`config.mk`:
```
export PLATFORM = sky130hd
export DESIGN_NAME = fifo_controller_flat
export DESIGN_NICKNAME = d
export VERILOG_FILES = /design/src/rtl/fifo_pkg.sv /design/src/rtl/fifo_controller_if.sv /design/src/rtl/fifo_ns.sv /design/src/rtl/fifo_controller.sv /design/src/flat_wrapper.sv
export SDC_FILE = /design/constraint.sdc
export NUM_CORES = 1
export LEC_CHECK = 0
export CELL_PAD_IN_SITES_DETAIL_PLACEMENT = 1
export CELL_PAD_IN_SITES_GLOBAL_PLACEMENT = 1
export CORE_MARGIN = 8
export CORE_UTILIZATION = 39
export DETAILED_ROUTE_END_ITERATION = 10
export PLACE_DENSITY = 0.79
export SLEW_MARGIN = 20
export SYNTH_ARGS = -nofsm -noshare
export SYNTH_HDL_FRONTEND = slang
export SYNTH_SLANG_ARGS = --single-unit
```
`constraint.sdc`:
```
create_clock -name clk -period 5.6 [get_ports clk]
set_input_delay 1.12 -clock clk [delete_from_list [all_inputs] [get_ports clk]]
set_output_delay 1.12 -clock clk [all_outputs]
set_load 0.03 [all_outputs]
```
`src/rtl/fifo_pkg.sv`:
```
// Shared widths, result-state encoding and ack/err decode for the FIFO pointer/flag controller.
package fifo_pkg;

  localparam int unsigned ADDR_W = 3;
  localparam int unsigned DEPTH  = 1 << ADDR_W;
  localparam int unsigned CNT_W  = ADDR_W + 1;

  typedef enum logic [2:0] {
    IDLE   = 3'b000,
    WRITE  = 3'b001,
    WR_ERR = 3'b010,
    READ   = 3'b011,
    RD_ERR = 3'b100,
    WR_RD  = 3'b101
  } state_t;

  typedef struct packed {
    logic wr_ack;
    logic wr_err;
    logic rd_ack;
    logic rd_err;
  } result_t;

  // side_op marks that the non-failing half of a simultaneous request was taken
  function automatic result_t decode_result(input state_t s, input logic side_op);
    result_t r;
    r        = '0;
    r.wr_ack = (s == WRITE) || (s == WR_RD) || ((s == RD_ERR) && side_op);
    r.rd_ack = (s == READ)  || (s == WR_RD) || ((s == WR_ERR) && side_op);
    r.wr_err = (s == WR_ERR);
    r.rd_err = (s == RD_ERR);
    return r;
  endfunction

endpackage

```
`src/rtl/fifo_controller_if.sv`:
```
// Request/response bundle between a FIFO requester and the pointer/flag controller.
interface fifo_controller_if;
  import fifo_pkg::*;

  logic              wr_en;
  logic              rd_en;
  logic              we;
  logic [ADDR_W-1:0] wr_addr;
  logic [ADDR_W-1:0] rd_addr;
  logic [CNT_W-1:0]  data_count;
  logic              full;
  logic              empty;
  logic              wr_ack;
  logic              wr_err;
  logic              rd_ack;
  logic              rd_err;

  modport master (
    output wr_en, rd_en,
    input  we, wr_addr, rd_addr, data_count, full, empty,
    input  wr_ack, wr_err, rd_ack, rd_err
  );

  modport slave (
    input  wr_en, rd_en,
    output we, wr_addr, rd_addr, data_count, full, empty,
    output wr_ack, wr_err, rd_ack, rd_err
  );
endinterface

```
`src/rtl/fifo_ns.sv`:
```
// Combinational next-state, next-pointer and next-count calculation for the FIFO controller.
module fifo_ns
  import fifo_pkg::*;
(
  input  logic              wr_en,
  input  logic              rd_en,
  input  logic [ADDR_W-1:0] head,
  input  logic [ADDR_W-1:0] tail,
  input  logic [CNT_W-1:0]  data_count,
  output state_t            state_nxt,
  output logic              side_nxt,
  output logic [ADDR_W-1:0] head_nxt,
  output logic [ADDR_W-1:0] tail_nxt,
  output logic [CNT_W-1:0]  count_nxt
);

  logic is_full;
  logic is_empty;
  logic do_wr;
  logic do_rd;

  assign is_full  = (data_count == CNT_W'(DEPTH));
  assign is_empty = (data_count == '0);
  assign do_wr    = wr_en && !is_full;
  assign do_rd    = rd_en && !is_empty;

  // Error states win; full and empty are exclusive so at most one error fires
  always_comb begin
    state_nxt = IDLE;
    side_nxt  = 1'b0;
    if (wr_en && is_full) begin
      state_nxt = WR_ERR;
      side_nxt  = do_rd;
    end else if (rd_en && is_empty) begin
      state_nxt = RD_ERR;
      side_nxt  = do_wr;
    end else if (do_wr && do_rd) begin
      state_nxt = WR_RD;
    end else if (do_wr) begin
      state_nxt = WRITE;
    end else if (do_rd) begin
      state_nxt = READ;
    end
  end

  always_comb begin
    head_nxt  = head;
    tail_nxt  = tail;
    count_nxt = data_count;
    if (do_wr) tail_nxt = tail + ADDR_W'(1);
    if (do_rd) head_nxt = head + ADDR_W'(1);
    if (do_wr && !do_rd)      count_nxt = data_count + CNT_W'(1);
    else if (do_rd && !do_wr) count_nxt = data_count - CNT_W'(1);
  end

endmodule

```
`src/rtl/fifo_controller.sv`:
```
// Pointer/flag controller for an 8-entry synchronous FIFO: holds head/tail/count and
// the one-cycle result state, and decodes write enable, flags and ack/err outputs.
module fifo_controller
  import fifo_pkg::*;
(
  input  logic             clk,
  input  logic             reset_n,
  fifo_controller_if.slave bus
);

  state_t            state;
  state_t            state_nxt;
  logic              side_op;
  logic              side_nxt;
  logic [ADDR_W-1:0] head;
  logic [ADDR_W-1:0] tail;
  logic [ADDR_W-1:0] head_nxt;
  logic [ADDR_W-1:0] tail_nxt;
  logic [CNT_W-1:0]  data_count;
  logic [CNT_W-1:0]  count_nxt;
  result_t           result;

  fifo_ns u_ns (
    .wr_en      (bus.wr_en),
    .rd_en      (bus.rd_en),
    .head       (head),
    .tail       (tail),
    .data_count (data_count),
    .state_nxt  (state_nxt),
    .side_nxt   (side_nxt),
    .head_nxt   (head_nxt),
    .tail_nxt   (tail_nxt),
    .count_nxt  (count_nxt)
  );

  always_ff @(posedge clk or negedge reset_n) begin
    if (!reset_n) begin
      state      <= IDLE;
      side_op    <= 1'b0;
      head       <= '0;
      tail       <= '0;
      data_count <= '0;
    end else begin
      state      <= state_nxt;
      side_op    <= side_nxt;
      head       <= head_nxt;
      tail       <= tail_nxt;
      data_count <= count_nxt;
    end
  end

  assign result = decode_result(state, side_op);

  assign bus.full       = (data_count == CNT_W'(DEPTH));
  assign bus.empty      = (data_count == '0);
  assign bus.we         = bus.wr_en && !bus.full;
  assign bus.wr_addr    = tail;
  assign bus.rd_addr    = head;
  assign bus.data_count = data_count;
  assign bus.wr_ack     = result.wr_ack;
  assign bus.wr_err     = result.wr_err;
  assign bus.rd_ack     = result.rd_ack;
  assign bus.rd_err     = result.rd_err;

endmodule

```
`src/flat_wrapper.sv`:
```
// flat-port wrapper written by rule: the top's interface ports become plain ports
module fifo_controller_flat import fifo_pkg::*;
  (clk, reset_n, bus_wr_en, bus_rd_en, bus_we, bus_wr_addr, bus_rd_addr, bus_data_count, bus_full, bus_empty, bus_wr_ack, bus_wr_err, bus_rd_ack, bus_rd_err);
  fifo_controller_if bus_i ();
  input  logic clk;
  input  logic reset_n;
  input wire logic [$bits(bus_i.wr_en)-1:0] bus_wr_en;
  input wire logic [$bits(bus_i.rd_en)-1:0] bus_rd_en;
  output wire logic [$bits(bus_i.we)-1:0] bus_we;
  output wire logic [$bits(bus_i.wr_addr)-1:0] bus_wr_addr;
  output wire logic [$bits(bus_i.rd_addr)-1:0] bus_rd_addr;
  output wire logic [$bits(bus_i.data_count)-1:0] bus_data_count;
  output wire logic [$bits(bus_i.full)-1:0] bus_full;
  output wire logic [$bits(bus_i.empty)-1:0] bus_empty;
  output wire logic [$bits(bus_i.wr_ack)-1:0] bus_wr_ack;
  output wire logic [$bits(bus_i.wr_err)-1:0] bus_wr_err;
  output wire logic [$bits(bus_i.rd_ack)-1:0] bus_rd_ack;
  output wire logic [$bits(bus_i.rd_err)-1:0] bus_rd_err;
  assign bus_i.wr_en = bus_wr_en;
  assign bus_i.rd_en = bus_rd_en;
  assign bus_we = bus_i.we;
  assign bus_wr_addr = bus_i.wr_addr;
  assign bus_rd_addr = bus_i.rd_addr;
  assign bus_data_count = bus_i.data_count;
  assign bus_full = bus_i.full;
  assign bus_empty = bus_i.empty;
  assign bus_wr_ack = bus_i.wr_ack;
  assign bus_wr_err = bus_i.wr_err;
  assign bus_rd_ack = bus_i.rd_ack;
  assign bus_rd_err = bus_i.rd_err;
  fifo_controller u_core (.clk(clk), .reset_n(reset_n), .bus(bus_i));
endmodule
```
# --- After elaboration in Yosys (flattened, before gate mapping) ---
# Index checks and enable logic that the tools add are counted.
word_totals:
  ff_bits: 14
  latch_bits: 0
  mem_bits_rw: 0
  mem_bits_ro: 0
  in_bits: 4
  memories: 0
op_classes:
  add_sub_neg: 4
  n_mul: 0
  div: 0
  magnitude_cmp: 0
  n_eq_ne: 6
  shifts: 0
  mux: 9
  bitwise: 0
  n_reduce_logical: 19
op_table:
  columns: ["operator", "n"]
  rows:
  - ["$logic_and 1x1->1", 9]
  - ["$mux 3", 3]
  - ["$mux 4", 2]
  - ["$add 3x1->3 const B", 2]
  - ["$eq 3x2->1 const B", 2]
  - ["$eq 3x3->1 const B", 2]
  - ["$add 4x1->4 const B", 1]
  - ["$eq 4x4->1 const B", 1]
  - ["$logic_not 1->1", 4]
  - ["$logic_not 4->1", 1]
  - ["$logic_or 1x1->1", 4]
  - ["$mux 2", 2]
  - ["$sub 4x1->4 const B", 1]
  - ["$eq 3x1->1 const B", 1]
  - ["$mux 1", 2]
  - ["$reduce_bool 2->1", 1]

# --- Logic depth before layout (Yosys ltp) ---
depth:
  word_depth: 8
  depth_mapped: 10
  depth_no_buf: 9

# --- Modules after synthesis ---
# Synthesis repeated with hierarchy kept, for this count alone.
hier_totals:
  cells_unflattened: 85
  hier_area_um2: 865.8
modules_own_cells:
  columns: ["mod", "instances", "cells_per_inst", "area_each_um2"]
  rows:
  - ["fifo_ns", 1, 60, 441.7]
  - ["fifo_controller", 1, 25, 424.2]

# --- Worst setup path before layout ---
# OpenSTA, ideal clock, no wires.
synth_timing:
  kind: "input to register"
  start: "in bus_wr_en"
  end: "reg u_core.data_count[3], in the netlist u_core.bus.data_count[3]"
  arrival_time_ns: 2.772
  slack_ns: 2.697
  stages: 8
  path_cell_list: "o21ai_4 > inv_1 > ha_1 > inv_1 > ha_1 > or4_1 > o211ai_1 > o211ai_1"
synth_between:
  elab_chain_len: 4
  elab_cells_between_ends: 6
  classes_between: "mux: 1; reduce/logical: 5"
synth_rtl:
  columns: ["item", "line", "rtl"]
  rows:
  - ["start, declared", "flat_wrapper.sv:7", "input wire logic [$bits(bus_i.wr_en)-1:0] bus_wr_en;"]
  - ["$logic_and 1x1->1 (*)", null, null]
  - ["via bus_we", "flat_wrapper.sv:9", "output wire logic [$bits(bus_i.we)-1:0] bus_we;"]
  - ["$logic_not 1->1", "fifo_ns.sv:53", "else if (do_rd && !do_wr) count_nxt = data_count - CNT_W'(1);"]
  - ["$logic_and 1x1->1", "fifo_ns.sv:53", null]
  - ["$reduce_bool 2->1 (no source line)", null, null]
  - ["end signal, assigned", "fifo_controller.sv:48", "data_count <= count_nxt;"]
  - ["end, declared", "fifo_controller.sv:19", "logic [CNT_W-1:0] data_count;"]
# The timed path passes the listed nets; every way through them passes the cells marked *.
# A chain may end at the register's enable or synchronous reset.

# --- Final worst setup path ---
layout_timing:
  start: "in bus_wr_en"
  end: "out bus_we"
layout_between:
  elab_chain_len: 1
layout_rtl:
  columns: ["item", "line", "rtl"]
  rows:
  - ["$logic_and 1x1->1", "fifo_controller.sv:56", "assign bus.we = bus.wr_en && !bus.full;"]
  - ["end, declared", "flat_wrapper.sv:9", null]
# Every way passes these cells.

==> key figures <==
Timing
  – Least-Margin Pin Slew: just under 0.8 ns
  – RSZ-0062 raised after global routing: false
  – Final number of hold-violating endpoints: 0
  – Setup tns final: 0 ns
  – Fin. max-slew vios: 0
  – Fin crit period: roughly 3.8 ns
  – Final setup violation count: 0
  – Clock skew: about 0.0057 ns
  – Fin crit share: 0.680
  – Fmax: 263 MHz
  – Slew margin rel.: 0.475

Logic synthesis
  – Share of Yosys cell area claimed by the top area cell type: 0.420
  – Top cells by area, synth: dfrtp_1 (42%), ha_1 (10%), xnor2_1 (4.2%)
  – Area leader, netlist: dfrtp_1
  – #FFs+latches synth: 14
  – Sequential element share of the synthesized area: 0.420
  – Net count after synthesis: 90
  – Post-Syn Area per Cell: 10.7 µm²
  – Mapped cell area: roughly 830 µm²
  – YS warnings: 0
  – Synth cell types: 31
  – Post-Synthesis Cells: between 70 and 80

Pwr
  – Switching Share: 0.475
  – Clk pwr share: 0.077
  – Peak supply drop: approximately 0.33 mV
  – Comb pwr share: 0.625
  – PwrDens: 657 nW/µm²
  – NetSw: about 0.34 mW
  – Pint: approximately 0.37 mW
  – Flop pwr share: 0.297
  – Leak Pwr: 0.443 nW

Routing
  – Post-DRT Antenna Nets: 0
  – Final WL: around 1900 µm
  – Initial drt markers: 10
  – WL per Instance: around 15 µm
  – Vias per Instance: around 5.3
  – Vias: roughly 670
  – DR DRC count: 0
  – Router iterations before antenna repair: 3

Finish
  – Commonest non-fill, non-tap cell in the layout: clkdlybuf4s50_1
  – # nets final: 113
  – Most frequent cells in the layout: clkdlybuf4s50_1 (20), dfrtp_1 (14), nand2_1 (7), ha_1 (7), a21oi_1 (6)
  – Synth-to-layout area growth: 29.7%
  – Share of cells above drive strength 1: 0.101
  – # diodes: 0
  – Number of fill cells in the layout: 221
  – Final instance area: ~1100 µm²

Placed design
  – Final HPWL DP: approximately 1500 µm
  – I/O Buffers: 20
  – RD Place Congestion: between 0.7 and 0.8
  – Placed inst area: between 1000 and 1500 µm²

Critical path
  – Nature of the critical path startpoint: input port
  – Largest delay share family, worst path: buffers and inverters
  – Crit path max-delay cell type: clkdlybuf4s50_1
  – Max Fanout on Critical Path: 7
  – Largest stage delay, worst path: between 0.6 and 0.7 ns
  – Required time worst endpoint: about 4.5 ns
  – CP Buf/Inv Count: 3
  – Most common cell on crit path: clkdlybuf4s50_1
  – Critical Path AT: ~2.7 ns
  – Crit. End Element: output pin
  – Critical path cell sequence: clkdlybuf4s50_1 -> o21ai_4 -> inv_1 -> clkdlybuf4s50_1
  – Reg2Reg Setup Slack: approximately 2.8 ns
  – WS Path Type: input port to output pin

Floorplanning
  – Die W: approximately 62 µm
  – Die H: ~62 µm
  – Initial Util: 0.421
  – Core area: between 1500 and 2000 µm²
  – Number of placement rows: 16
  – Die area: approximately 3900 µm²
  – Io pins: 21

Clock tree
  – CTS sink cnt: 14
  – Clock Latency Late Sink: ~0.27 ns
  – Root Buffer: clkbuf_4
  – Post-cts sizing count: 0
  – CTS tree: yes
  – H-tree Lvls: 1
  – Post-CTS Hold Buffers: 0
  – CTS buffer count: 3
  – Setup Fix Bufs, Post-CTS: 0
  – Clock transition at path regs: roughly 0.07 ns
  – Clock Path Buffers: 2

Run status
  – Status: finished clean

Global route
  – Wire length of the first global-routing pass: between 3000 and 4000 µm
  – Initial antenna violation count: 0
  – GRT Total Usage: 0.105
  – Vias in the first global route: around 730
  – Largest net degree at the start of global routing: 15
  – Remaining global-route overflow: 0

Hold path
  – Hold Path Class: flop to flop

Flow run
  – Max-cap viol count: 0
per-layer routing:
layer | vias to the layer above | global-route usage | part of all wire
met3 | 2 | 0.0430 | 0.059
li1 | 324 | - | -
met1 | 324 | 0.115 | 0.43
met2 | 15 | 0.179 | 0.50
met4 | 0 | 0.0342 | 0.0073
met5 | - | 0 | 0
through the flow:
step / hold slack, ns / cells / total power, mW / utilization / setup slack, ns
finish: 0.479 / 126 / 0.711 / 0.546 / 1.79
detailed placement: 0.474 / 123 / 0.664 / 0.535 / 1.81
global route: 0.506 / 126 / 0.769 / 0.546 / 1.73
global placement: 0.456 / 123 / 0.646 / 0.535 / 1.84
floorplan: 0.649 / 78 / 0.498 / - / 2.70
CTS: 0.488 / 126 / 0.723 / 0.546 / 1.79
registers in the layout, summed over array words and instances (netlist names):
signal / cells
u_core.state: 3
u_core.side_op: 1
u_core.bus.wr_addr: 3
u_core.bus.rd_addr: 3
u_core.bus.data_count: 4
power groups by stage:
stage	clock network, mW	logic, mW	registers [mW]
4_1_cts	0.0575	0.453	0.212
6_report	0.0550	0.445	0.212
3_3_place_gp	0	0.436	0.211
3_5_place_dp	0	0.450	0.215
2_1_floorplan	0	0.230	0.268
5_1_grt	0.0624	0.484	0.223
area by class of cell:
class / instances / area, µm² / share of cell area
clock buffer: 3 / 22.5 / 0.0208
inverter: 4 / 15.0 / 0.0139
multi-input combinational: 58 / 460 / 0.425
sequential: 14 / 350 / 0.324
tap: 27 / 33.8 / 0.0312
timing repair buffer: 20 / 200 / 0.185
worst paths after layout:
path                                          startpoint                  endpoint  cells past startpoint
min in group asynchronous                        reset_n           u_core.state[1]                      1
max in group asynchronous                        reset_n     u_core.bus.rd_addr[1]                      1
worst min register to register     u_core.bus.rd_addr[2]     u_core.bus.rd_addr[2]                      1
worst max-delay path                           bus_wr_en                    bus_we                      4
worst min-delay path               u_core.bus.rd_addr[2]     u_core.bus.rd_addr[2]                      1
worst max register to register  u_core.bus.data_count[0]  u_core.bus.data_count[3]                      9
kinds of logic (layout without fill, tap and decap cells):
kind of cell	after synthesis	count (layout)	share of synthesized area
AOI/OAI and AO/OA	19	19	0.169
xor gates and xnor gates	6	6	0.0630
adders and majority gates	8	8	0.129
buffers and inverters	6	27	0.0285
DFF	14	14	0.420
muxes	4	4	0.0570
and+or+nand+nor	21	21	0.133
cells in the mapped netlist:
cell       instances
o22ai_1            1
inv_1              3
or3_1              1
mux2_4             1
nor3b_1            2
a22o_1             1
ha_1               7
mux2_2             2
xor2_1             2
inv_2              1
dfrtp_1           14
nor2_1             3
o21ai_4            2
and3_1             1
or4_1              1
nand3_1            2
nand2_1            7
a21oi_1            6
or3_4              1
nor3_1             2
nand3b_1           1
a2111o_1           1
buf_2              1
o2bb2ai_1          2
fa_1               1
mux2i_1            1
o21ai_1            1
o21ai_0            3
xnor2_1            4
clkbuf_1           1
o211ai_1           2
Note: power is estimated with default switching activity, not from simulation.
